==> src/rtl/hex_scan_controller_pkg.sv <==
// Shared types and constants for the seven-segment scan controller.
package hex_scan_controller_pkg;

  typedef enum logic [0:0] {
    GUARD = 1'b0,
    DRIVE = 1'b1
  } scan_state_e;

  typedef struct packed {
    logic       blank;
    logic [3:0] value;
  } digit_t;

  localparam logic [6:0] SEG_OFF     = 7'h7F;
  localparam digit_t     DIGIT_RESET = '{blank: 1'b1, value: 4'h0};

endpackage

==> src/rtl/hex_scan_controller_hexdecode.sv <==
// Hex nibble to active-low seven-segment pattern, bit 0 = segment a.
module hexDecode
  import hex_scan_controller_pkg::*;
(
  input  logic [3:0] hex,
  output logic [6:0] seg_n
);

  // Pure lookup from nibble to segment pattern (gfedcba).
  always_comb begin
    seg_n = SEG_OFF;
    case (hex)
      4'h0:    seg_n = 7'b1000000;
      4'h1:    seg_n = 7'b1111001;
      4'h2:    seg_n = 7'b0100100;
      4'h3:    seg_n = 7'b0110000;
      4'h4:    seg_n = 7'b0011001;
      4'h5:    seg_n = 7'b0010010;
      4'h6:    seg_n = 7'b0000010;
      4'h7:    seg_n = 7'b1111000;
      4'h8:    seg_n = 7'b0000000;
      4'h9:    seg_n = 7'b0010000;
      4'hA:    seg_n = 7'b0001000;
      4'hB:    seg_n = 7'b0000011;
      4'hC:    seg_n = 7'b1000110;
      4'hD:    seg_n = 7'b0100001;
      4'hE:    seg_n = 7'b0000110;
      4'hF:    seg_n = 7'b0001110;
      default: seg_n = SEG_OFF;
    endcase
  end

endmodule

==> src/rtl/hex_scan_controller.sv <==
// Time-multiplexed common-anode seven-segment scanner with a guard gap
// between digits and a single-entry write holding register.
module hex_scan_controller
  import hex_scan_controller_pkg::*;
#(
  parameter  int NUM_DIGITS   = 6,
  parameter  int SCAN_DIV     = 50000,
  parameter  int BLANK_CYCLES = 2,
  localparam int AW           = $clog2(NUM_DIGITS)
) (
  input  logic                  clock,
  input  logic                  resetn,
  input  logic                  wr_valid,
  output logic                  wr_ready,
  input  logic [AW-1:0]         wr_addr,
  input  logic [3:0]            wr_data,
  input  logic                  wr_blank,
  output logic [6:0]            seg_n,
  output logic [NUM_DIGITS-1:0] an_n,
  output logic                  frame_done
);

  localparam int CMAX = (SCAN_DIV > BLANK_CYCLES) ? SCAN_DIV : BLANK_CYCLES;
  localparam int CW   = (CMAX > 1) ? $clog2(CMAX) : 1;

  localparam logic [0:0]    ST_GUARD   = GUARD;
  localparam logic [0:0]    ST_DRIVE   = DRIVE;
  localparam logic [CW-1:0] GUARD_LAST = CW'(BLANK_CYCLES - 1);
  localparam logic [CW-1:0] DRIVE_LAST = CW'(SCAN_DIV - 1);
  localparam logic [AW-1:0] IDX_LAST   = AW'(NUM_DIGITS - 1);

  logic [0:0]            state_r;
  logic [CW-1:0]         cnt_r;
  logic [AW-1:0]         idx_r;
  digit_t                digits_r [NUM_DIGITS];
  logic                  pend_r;
  logic [AW-1:0]         hold_addr_r;
  logic [3:0]            hold_data_r;
  logic                  hold_blank_r;
  logic [6:0]            seg_n_r;
  logic [NUM_DIGITS-1:0] an_n_r;
  logic                  frame_done_r;

  digit_t                cur_digit_s;
  logic [6:0]            dec_seg_s;
  logic                  commit_s;
  logic                  accept_s;
  logic                  addr_ok_s;
  logic                  drive_on_s;
  logic                  drive_end_s;
  logic [NUM_DIGITS-1:0] an_sel_s;

  assign cur_digit_s = digits_r[idx_r];
  assign commit_s    = (state_r == ST_GUARD) && (cnt_r == '0) && pend_r;
  assign accept_s    = wr_valid && !pend_r;
  assign addr_ok_s   = ({{(32-AW){1'b0}}, hold_addr_r} < 32'(NUM_DIGITS));
  assign drive_on_s  = (state_r == ST_DRIVE) && !cur_digit_s.blank;
  assign drive_end_s = (state_r == ST_DRIVE) && (cnt_r == DRIVE_LAST);

  hexDecode u_hex (
    .hex   (cur_digit_s.value),
    .seg_n (dec_seg_s)
  );

  // One-cold anode select for the digit currently being driven.
  always_comb begin
    an_sel_s = '1;
    if (drive_on_s) begin
      an_sel_s[idx_r] = 1'b0;
    end else begin
      an_sel_s = '1;
    end
  end

  // Scan FSM: one shared counter times both the guard gap and the drive window.
  always_ff @(posedge clock or negedge resetn) begin
    if (!resetn) begin
      state_r <= ST_GUARD;
      cnt_r   <= '0;
      idx_r   <= '0;
    end else begin
      case (state_r)
        ST_GUARD: begin
          if (cnt_r == GUARD_LAST) begin
            state_r <= ST_DRIVE;
            cnt_r   <= '0;
          end else begin
            cnt_r <= cnt_r + CW'(1'b1);
          end
        end
        ST_DRIVE: begin
          if (cnt_r == DRIVE_LAST) begin
            state_r <= ST_GUARD;
            cnt_r   <= '0;
            idx_r   <= (idx_r == IDX_LAST) ? '0 : idx_r + AW'(1'b1);
          end else begin
            cnt_r <= cnt_r + CW'(1'b1);
          end
        end
        default: begin
          state_r <= ST_GUARD;
          cnt_r   <= '0;
          idx_r   <= '0;
        end
      endcase
    end
  end

  // Holding register and digit file; writes land only at the start of a guard gap.
  always_ff @(posedge clock or negedge resetn) begin
    if (!resetn) begin
      pend_r       <= 1'b0;
      hold_addr_r  <= '0;
      hold_data_r  <= 4'h0;
      hold_blank_r <= 1'b1;
      for (int i = 0; i < NUM_DIGITS; i++) begin
        digits_r[i] <= DIGIT_RESET;
      end
    end else if (commit_s) begin
      pend_r <= 1'b0;
      // Out-of-range addresses are consumed without touching the digit file.
      if (addr_ok_s) begin
        digits_r[hold_addr_r] <= '{blank: hold_blank_r, value: hold_data_r};
      end
    end else if (accept_s) begin
      pend_r       <= 1'b1;
      hold_addr_r  <= wr_addr;
      hold_data_r  <= wr_data;
      hold_blank_r <= wr_blank;
    end
  end

  // Output registers lag the FSM by one cycle in both states, preserving durations.
  always_ff @(posedge clock or negedge resetn) begin
    if (!resetn) begin
      seg_n_r      <= SEG_OFF;
      an_n_r       <= '1;
      frame_done_r <= 1'b0;
    end else begin
      seg_n_r      <= drive_on_s ? dec_seg_s : SEG_OFF;
      an_n_r       <= an_sel_s;
      frame_done_r <= drive_end_s && (idx_r == IDX_LAST);
    end
  end

  assign wr_ready   = !pend_r;
  assign seg_n      = seg_n_r;
  assign an_n       = an_n_r;
  assign frame_done = frame_done_r;

endmodule

==> config.mk <==
export PLATFORM = sky130hd
export DESIGN_NAME = hex_scan_controller
export DESIGN_NICKNAME = d
export VERILOG_FILES = /design/src/rtl/hex_scan_controller_pkg.sv /design/src/rtl/hex_scan_controller_hexdecode.sv /design/src/rtl/hex_scan_controller.sv
export SDC_FILE = /design/constraint.sdc
export NUM_CORES = 1
export LEC_CHECK = 0
export CAP_MARGIN = 20
export CORE_MARGIN = 2
export CORE_UTILIZATION = 45
export CTS_CLUSTER_SIZE = 20
export DETAILED_ROUTE_END_ITERATION = 7
export GPL_ROUTABILITY_DRIVEN = 0
export REMOVE_ABC_BUFFERS = 1
export SYNTH_ARGS = -nofsm -noshare
export SYNTH_HDL_FRONTEND = slang
export SYNTH_HIERARCHICAL = 1
export SYNTH_SLANG_ARGS = --single-unit
export TNS_END_PERCENT = 5
==> constraint.sdc <==
create_clock -name clock -period 4.9 [get_ports clock]
set_input_delay 0.49 -clock clock [delete_from_list [all_inputs] [get_ports clock]]
set_output_delay 0.49 -clock clock [all_outputs]
set_load 0.05 [all_outputs]
==> results of run 1 <==
cells by family (layout without fill, tap and decap cells):
group | count (synthesis) | in the layout | share of synthesized area
simple gates | 95 | 95 | 0.1693
flops | 73 | 73 | 0.5020
mux | 56 | 56 | 0.1923
fa+ha+maj | 10 | 10 | 0.03392
xor+xnor | 14 | 14 | 0.03324
compound gates | 17 | 17 | 0.03223
buf+inv | 26 | 54 | 0.03697
state kept, by name, indices dropped and copies added (netlist names):
signal and cells:
an_n 6, cnt_r 16, digits_r 30, frame_done 1, hold_addr_r 3, hold_blank_r 1
hold_data_r 4, idx_r 3, pend_r 1, seg_n 7, state_r 1
power breakdown:
part / internal [mW] / total, mW / switching, mW / leakage [nW]
Combinational: 0.0338 / 0.0755 / 0.0417 / 0.816
Clock: 0.193 / 0.445 / 0.252 / 0.0888
Sequential: 0.623 / 0.641 / 0.0182 / 0.900
Total: 0.850 / 1.16 / 0.312 / 1.81
how the worst min path moves through the flow:
stage,from,end,slack [ps],cells past startpoint
after floorplan,resetn,cnt_r[0],190,0
after global placement,digits_r[27],digits_r[27],490,1
after detailed placement,digits_r[22],digits_r[22],500,1
after CTS,resetn,hold_addr_r[2],380,2
after global routing,resetn,cnt_r[7],440,2
final,resetn,cnt_r[9],340,2
layout by cell type, fill, tap and decap left out, drive strengths merged, types with 2 or more instances in the layout:
cell type / synthesis / layout
a22o: 2 / 2
mux2i: 9 / 9
nor2b: 5 / 5
or2: 2 / 2
dfrtp: 53 / 53
nand4: 8 / 8
a32o: 2 / 2
and4: 2 / 2
nand2: 10 / 10
nand3b: 3 / 3
clkinvlp: 0 / 2
or3: 7 / 7
inv: 12 / 16
ha: 10 / 10
buf: 9 / 2
clkbuf: 5 / 9
nor3: 3 / 3
nor4: 6 / 6
o21ai: 3 / 3
xnor2: 5 / 5
clkdlybuf4s50: 0 / 24
dfstp: 20 / 20
nand3: 9 / 9
or3b: 2 / 2
o22ai: 4 / 4
a21oi: 2 / 2
nor2: 24 / 24
and2: 3 / 3
nand4b: 2 / 2
mux2: 41 / 41
nor4b: 2 / 2
xor2: 9 / 9
mux4: 6 / 6
per-stage QoR:
stage	util	instance area (um2)	worst slack (ps)	cells
floorplan	-	3597	2031	277
global placement	0.4920	3981	1774	408
detailed placement	0.4920	3981	1708	408
CTS	0.5148	4167	1709	424
global route	0.5148	4167	1437	424
finish	0.5148	4167	1708	424
area by class of cell:
class                   instances  area (um2)  share of cell area
multi-input cells             192        1700              0.4081
repair buffers                 26       252.7             0.06066
clock buffers                   9       123.9             0.02973
clock inverters                 7       61.31             0.01471
well taps                     105       131.4             0.03153
inverters                      12       45.04             0.01081
flip-flops and latches         73        1852              0.4444
worst reg2reg max path, delay by kind of cell, from the launching register on:
family,cells,cell delay (ps)
buf+inv,3,280
simple gates,1,370
mux,2,830
flops,1,890
compound gates,1,430
fa+ha+maj,1,320
metal layers:
| layer | vias up | global-route usage |
|---|---|---|
| li1 | 1089 | - |
| met1 | 1107 | 0.2523 |
| met2 | 35 | 0.2226 |
| met3 | 9 | 0.03352 |
| met4 | 0 | 0.06159 |
| met5 | - | 0 |
==> results.txt, run 1 <==
----------------------------------------------------
[STA]
  Final hold vios ... 0
  Total negative setup slack ... 0 ps
  Worst relative slew slack ... 0.3289
  RSZ-0062 raised after global routing ... no
  Fin crit period ... between 3000 and 4000 ps
  Transition at the pin with the smallest max-transition slack ... ~1000 ps
  Final Max Slew Viols ... 0
  Worst slack on hold paths ... about 340 ps
  Setup Skew ... ~7.4 ps
  Fmax ... 313.3 MHz
  Final Cycle Share ... 0.6515
  Final-report setup violation count ... 0

[Clocking]
  Clock input transition at the sequential cells of the worst setup and hold paths ... approximately 80 ps
  Number of buffers on the longest clock path ... 2
  CTS tree ... yes
  Source-to-sink clock delay at the later pin of the worst-skew pair ... roughly 350 ps
  Cells resized by post-CTS repair ... 0
  Count of H-tree levels built during CTS ... 3
  CTS Buf Count ... 9
  Clock sink total ... 73
  # Post-CTS Setup Buffers ... 0
  Number of buffers inserted by hold repair at cts ... 0
  Clock root buffer ... sky130_fd_sc_hd__clkbuf_8

[Detailed routing]
  Met1 wire length ... 3382 um
  DRC viols ... 0
  Number of DRC markers in iteration 0 ... 110
  Met2 wire length ... 2761 um
  Total wire length after detailed routing ... between 6000 and 7000 um
  Average detailed-routed wire length per instance ... 15.15 um
  Metal3 WL ... around 180 um
  Final ANT Viol Nets ... 0
  Via count ... roughly 2.2k
  Per-cell via count in the routed design ... 5.283
  First-pass iteration count of the detailed router ... 4
  Highest routed layer ... met4

[Worst setup path]
  Worst endpoint data arrival time ... approximately 3500 ps
  Worst r2r src ... idx_r[0]
  Most common cell type on the critical path ... sky130_fd_sc_hd__inv_1
  Largest fanout on the critical path ... 19
  Worst r2r dst ... seg_n[3]
  Critical Path Source Type ... flop
  Setup Crit Path Kind ... flop to flop
  Gate family responsible for the most delay along the worst path ... flip-flops
  Destination of the critical timing path ... seg_n[3]
  Buffering stage count on the worst path with inverters included ... 3
  Crit path cell chain ... mux4_2 > inv_1 > o22ai_1 > inv_1 > ha_1 > inv_1 > mux4_1 > or3_1
  First element of the critical path ... idx_r[0]
  CP Depth ... 8
  Max stage delay on crit path ... roughly 890 ps
  Cells on worst reg2reg path ... 8
  Slowest CP cell ... sky130_fd_sc_hd__dfrtp_1
  CP Capture Type ... flop
  Internal reg-to-reg setup slack ... between 1500 and 2000 ps
  Required time at the worst-slack endpoint ... between 5000 and 6000 ps

[Global route]
  Vias in the first global route ... 2,124
  Final global-route overflow total ... 0
  Pin count of the biggest net entering global routing ... 74
  First-pass GRT wire length ... approximately 11,000 um
  GRT Resource Usage Total ... 0.1628
  Antenna violations before repair ... 0

[Final layout]
  # diodes ... 0
  Layout fillers ... ~760
  Layout Nets ... ~340
  Area growth syn-to-layout ... 12.96%
  Fraction of layout cells with a size suffix above 1 ... 0.3072

[Worst hold path]
  Min-delay worst type ... input pin to async pin

[Floorplanning]
  I/O pin count ... 26
  Die span in x ... ~95 um
  Area of the core ... a little over 0.008 mm2
  Die area ... 0.008937 mm2
  Die height ... 94.54 um
  Number of placement rows ... 33
  Starting density of the core ... 0.4558

[Synth]
  Ys async rst share ... 1.000
  Most used standard cell by instance count after synthesis ... sky130_fd_sc_hd__dfrtp_1
  Area contributors post-synth ... sky130_fd_sc_hd__dfrtp_1, sky130_fd_sc_hd__dfstp_2, sky130_fd_sc_hd__mux2_2, sky130_fd_sc_hd__ha_1, sky130_fd_sc_hd__mux4_2
  Cell taking the most area after synthesis ... sky130_fd_sc_hd__dfrtp_1
  Area share of the leading cell type in the synthesized netlist ... 0.3596
  Synth cell types ... 57
  Number of flops mapped to enable cells by yosys ... 0
  Syn Inst Count ... approximately 290
  Proportion of synthesized chip area in sequential cells ... 0.5020
  Total standard cell area after synthesis ... between 0.003 and 0.004 mm2
  Mean instance size in the synthesized netlist ... 12.68 um2
  Primary FF master, synth ... sky130_fd_sc_hd__dfrtp_1
  Yosys warns ... 6
  Most frequent cells after synthesis ... sky130_fd_sc_hd__dfrtp_1, sky130_fd_sc_hd__mux2_2, sky130_fd_sc_hd__nor2_1, sky130_fd_sc_hd__dfstp_2, sky130_fd_sc_hd__inv_1
  Synthesized flop and latch total ... 73

[Place]
  Post-detail-place hpwl ... approximately 4500 um
  Port-buffer cells ... 25

[Power]
  Max IR drop VDD ... roughly 150 uV
  Static leakage ... ~1.8 nW
  Power density over the cells ... around 280 mW/mm2
  Total power ... about 1.2 mW

[Run status]
  Result of the run ... finished, final reports clean

[Run]
  Number of violations of the max-capacitance limit ... 0

----------------------------------------------------
No activity file was read; power rests on OpenSTA's default activity.
==> run 2: changes to the inputs <==
--- a/config.mk
+++ b/config.mk
@@ -11,6 +11,7 @@
 export CTS_CLUSTER_SIZE = 20
 export DETAILED_ROUTE_END_ITERATION = 7
 export GPL_ROUTABILITY_DRIVEN = 0
+export PLACE_DENSITY = 0.66
 export REMOVE_ABC_BUFFERS = 1
 export SYNTH_ARGS = -nofsm -noshare
 export SYNTH_HDL_FRONTEND = slang
==> constraint.sdc (replaced) <==
create_clock -name clock -period 2.7 [get_ports clock]
set_input_delay 0.27 -clock clock [delete_from_list [all_inputs] [get_ports clock]]
set_output_delay 0.27 -clock clock [all_outputs]
set_load 0.05 [all_outputs]
==> run 2 against run 1 <==
Net effect:
- final area grew 3.3%
- critical path type unchanged
- register-to-register slack lost 1600 ps
- routed wire length grew 3.3%
- largest power group unchanged
==> results.txt, run 2 (synthesis results as in run 1) <==
----------------------------------------------------
[Run status]
  Result of the run ... finished, final reports clean (unchanged)

[Clocking]
  Clock root buffer ... sky130_fd_sc_hd__clkbuf_8 (unchanged)
  Count of H-tree levels built during CTS ... 3 (unchanged)
  Clock input transition at the sequential cells of the worst setup and hold paths ... 90 ps (was 80 ps)
  Source-to-sink clock delay at the later pin of the worst-skew pair ... 350 ps (about the same)
  CTS tree ... yes (unchanged)
  CTS Buf Count ... 9 (unchanged)
  Clock sink total ... 73 (unchanged)
  Number of buffers on the longest clock path ... 2 (unchanged)

[Detailed routing]
  Via count ... 2,282 (was 2,240)
  First-pass iteration count of the detailed router ... 4 (unchanged)
  Number of DRC markers in iteration 0 ... 95 (was 110)
  Total wire length after detailed routing ... 6636 um (was 6424 um)
  Average detailed-routed wire length per instance ... 15.26 um (was 15.15 um)
  Per-cell via count in the routed design ... 5.246 (was 5.283)
  DRC viols ... 0 (unchanged)
  Final ANT Viol Nets ... 0 (unchanged)

[Power]
  Total power ... 2.277 mW (was 1.162 mW)
  Power dissipated by switching net loads ... 549.6 uW (was 311.5 uW)
  Max IR drop VDD ... 292.1 uV (was 145.4 uV)
  Clock power share ... 0.426 (was 0.383)
  Static leakage ... 1.885 nW (was 1.805 nW)
  Internal power ... 1.727 mW (was 850.3 uW)
  Power share of the sequential group ... 0.511 (was 0.552)
  Sw frac ... 0.2414 (was 0.2681)
  Combinational Power Share ... 0.063 (was 0.065)
  Power density over the cells ... 529.0 mW/mm2 (was 278.9 mW/mm2)

[Worst setup path]
  Required time at the worst-slack endpoint ... 2980 ps (was 5180 ps)
  CP Capture Type ... flop (unchanged)
  Slowest CP cell ... sky130_fd_sc_hd__mux4_1 (was sky130_fd_sc_hd__dfrtp_1)
  Worst endpoint data arrival time ... 2840 ps (was 3470 ps)
  Max stage delay on crit path ... 620 ps (was 890 ps)
  Crit path cell chain ... buf_4 > mux4_2 > inv_1 > o22ai_1 > mux4_1 > or3_1 (was mux4_2 > inv_1 > o22ai_1 > inv_1 > ha_1 > inv_1 > mux4_1 > or3_1)
  Largest fanout on the critical path ... 6 (was 19)
  Gate family responsible for the most delay along the worst path ... multiplexers (was flip-flops)
  Buffering stage count on the worst path with inverters included ... 2 (was 3)
  Setup Crit Path Kind ... flop to flop (unchanged)
  Critical Path Source Type ... flop (unchanged)

[STA]
  Final Max Slew Viols ... 0 (unchanged)
  Final-report setup violation count ... 0 (unchanged)
  Worst slack on hold paths ... 450.6 ps (was 339.4 ps)
  Final hold vios ... 0 (unchanged)
  Transition at the pin with the smallest max-transition slack ... 559.3 ps (was 1007 ps)
  Fin crit period ... 2558 ps (was 3192 ps)
  RSZ-0062 raised after global routing ... no (unchanged)
  Fmax ... 390.9 MHz (was 313.3 MHz)
  Total negative setup slack ... 0 ps (unchanged)
  PnR worst setup slack ... 141.6 ps (was 1708 ps)
  Setup Skew ... 13.09 ps (was 7.388 ps)
  Final Cycle Share ... 0.9475 (was 0.6515)
  Worst relative slew slack ... 0.6237 (was 0.3289)

[Global route]
  Pin count of the biggest net entering global routing ... 74 (unchanged)
  First-pass GRT wire length ... 11,350 um (was 11,130 um)
  Antenna violations before repair ... 0 (unchanged)
  Vias in the first global route ... 2,260 (was 2,124)
  Final global-route overflow total ... 0 (unchanged)
  GRT Resource Usage Total ... 0.1650 (was 0.1628)

[Floorplanning]
  Die area ... 0.008937 mm2 (unchanged)
  I/O pin count ... 26 (unchanged)
  Die height ... 94.54 um (unchanged)
  Number of placement rows ... 33 (unchanged)
  Area of the core ... 0.008093 mm2 (unchanged)
  Die span in x ... 94.54 um (unchanged)
  Starting density of the core ... 0.4558 (unchanged)

[Place]
  Port-buffer cells ... 25 (unchanged)
  Post-detail-place hpwl ... 4766 um (was 4529 um)
  Minimum setup slack after placement ... 144.4 ps (was 1708 ps)

[Worst hold path]
  Min-delay worst type ... input pin to async pin (unchanged)

[Run]
  Number of violations of the max-capacitance limit ... 0 (unchanged)

[Final layout]
  Area growth syn-to-layout ... 16.69% (was 12.96%)
  Leading cell type in the layout, fill and taps excluded ... sky130_fd_sc_hd__dfrtp_1 (unchanged)
  Most flop-heavy register ... digits_r (unchanged)
  Core Util, Final ... 0.5318 (was 0.5148)
  Top library cells by usage in the layout, fill and taps aside ... sky130_fd_sc_hd__dfrtp_1, sky130_fd_sc_hd__mux2_2, sky130_fd_sc_hd__nor2_1, sky130_fd_sc_hd__clkdlybuf4s50_1, sky130_fd_sc_hd__dfstp_2 (unchanged)
  Fraction of layout cells with a size suffix above 1 ... 0.3273 (was 0.3072)
  Layout Nets ... 346 (was 335)
  # diodes ... 0 (unchanged)
  Number of flip-flops under the largest register name ... 30 (unchanged)

----------------------------------------------------
[run 2: per-stage QoR]
stage / area (um2) / std cells
5_1_grt: 4304 / 435
4_1_cts: 4304 / 435
2_1_floorplan: 3597 / 277
3_3_place_gp: 4069 / 418
6_report: 4304 / 435
3_5_place_dp: 4069 / 418
[run 2: final timing paths]
path | from | endpoint | slack (ps) | cells after the start
hold / removal | resetn | cnt_r[1] | 450 | 3
hold reg to reg | digits_r[7] | digits_r[7] | 510 | 1
setup reg to reg | idx_r[0] | seg_n[3] | 140 | 6
setup / recovery | idx_r[0] | seg_n[3] | 140 | 6
min in group clock | digits_r[7] | digits_r[7] | 510 | 1
max in group asynchronous | resetn | digits_r[19] | 1880 | 3
[run 2: power by group through the flow]
stage                     clock, mW  sequential [mW]  combinational [mW]
final                         0.970             1.16               0.143
after global routing           1.04             1.17               0.158
after CTS                     0.989             1.16               0.146
after detailed placement          0             1.18               0.145
after global placement            0             1.18               0.142
after floorplan                   0             1.20              0.0539
[run 2: worst register-to-register path: stages (launching register included)]
cell                      delay [ps]
sky130_fd_sc_hd__dfrtp_1         480
sky130_fd_sc_hd__buf_4           200
sky130_fd_sc_hd__mux4_2          340
sky130_fd_sc_hd__inv_1            40
sky130_fd_sc_hd__o22ai_1         430
sky130_fd_sc_hd__mux4_1          620
sky130_fd_sc_hd__or3_1           380
[run 2: cell type report]
type / instances / area (um2)
sequential: 73 / 1852
tap: 105 / 131.4
inverter: 12 / 45.04
clock inverter: 7 / 101.3
timing repair buffer: 37 / 350.3
clock buffer: 9 / 123.9
multi-input combinational: 192 / 1700
fill: 730 / 3789
[run 2: per-layer routing]
layer | global-route usage | vias to the layer above | routed length [um]
li1 | - | 1107 | -
met1 | 0.2331 | 1124 | 3257
met2 | 0.2500 | 46 | 3060
met3 | 0.03671 | 5 | 218
met4 | 0.06280 | 0 | 99
met5 | 0 | - | 0
[run 2: repair_timing]
action                                 4_1_cts  5_1_grt
buffers inserted                             0        0
endpoints found under the hold margin       53        0
hold buffers                                 1        0
resized for setup                            0        0
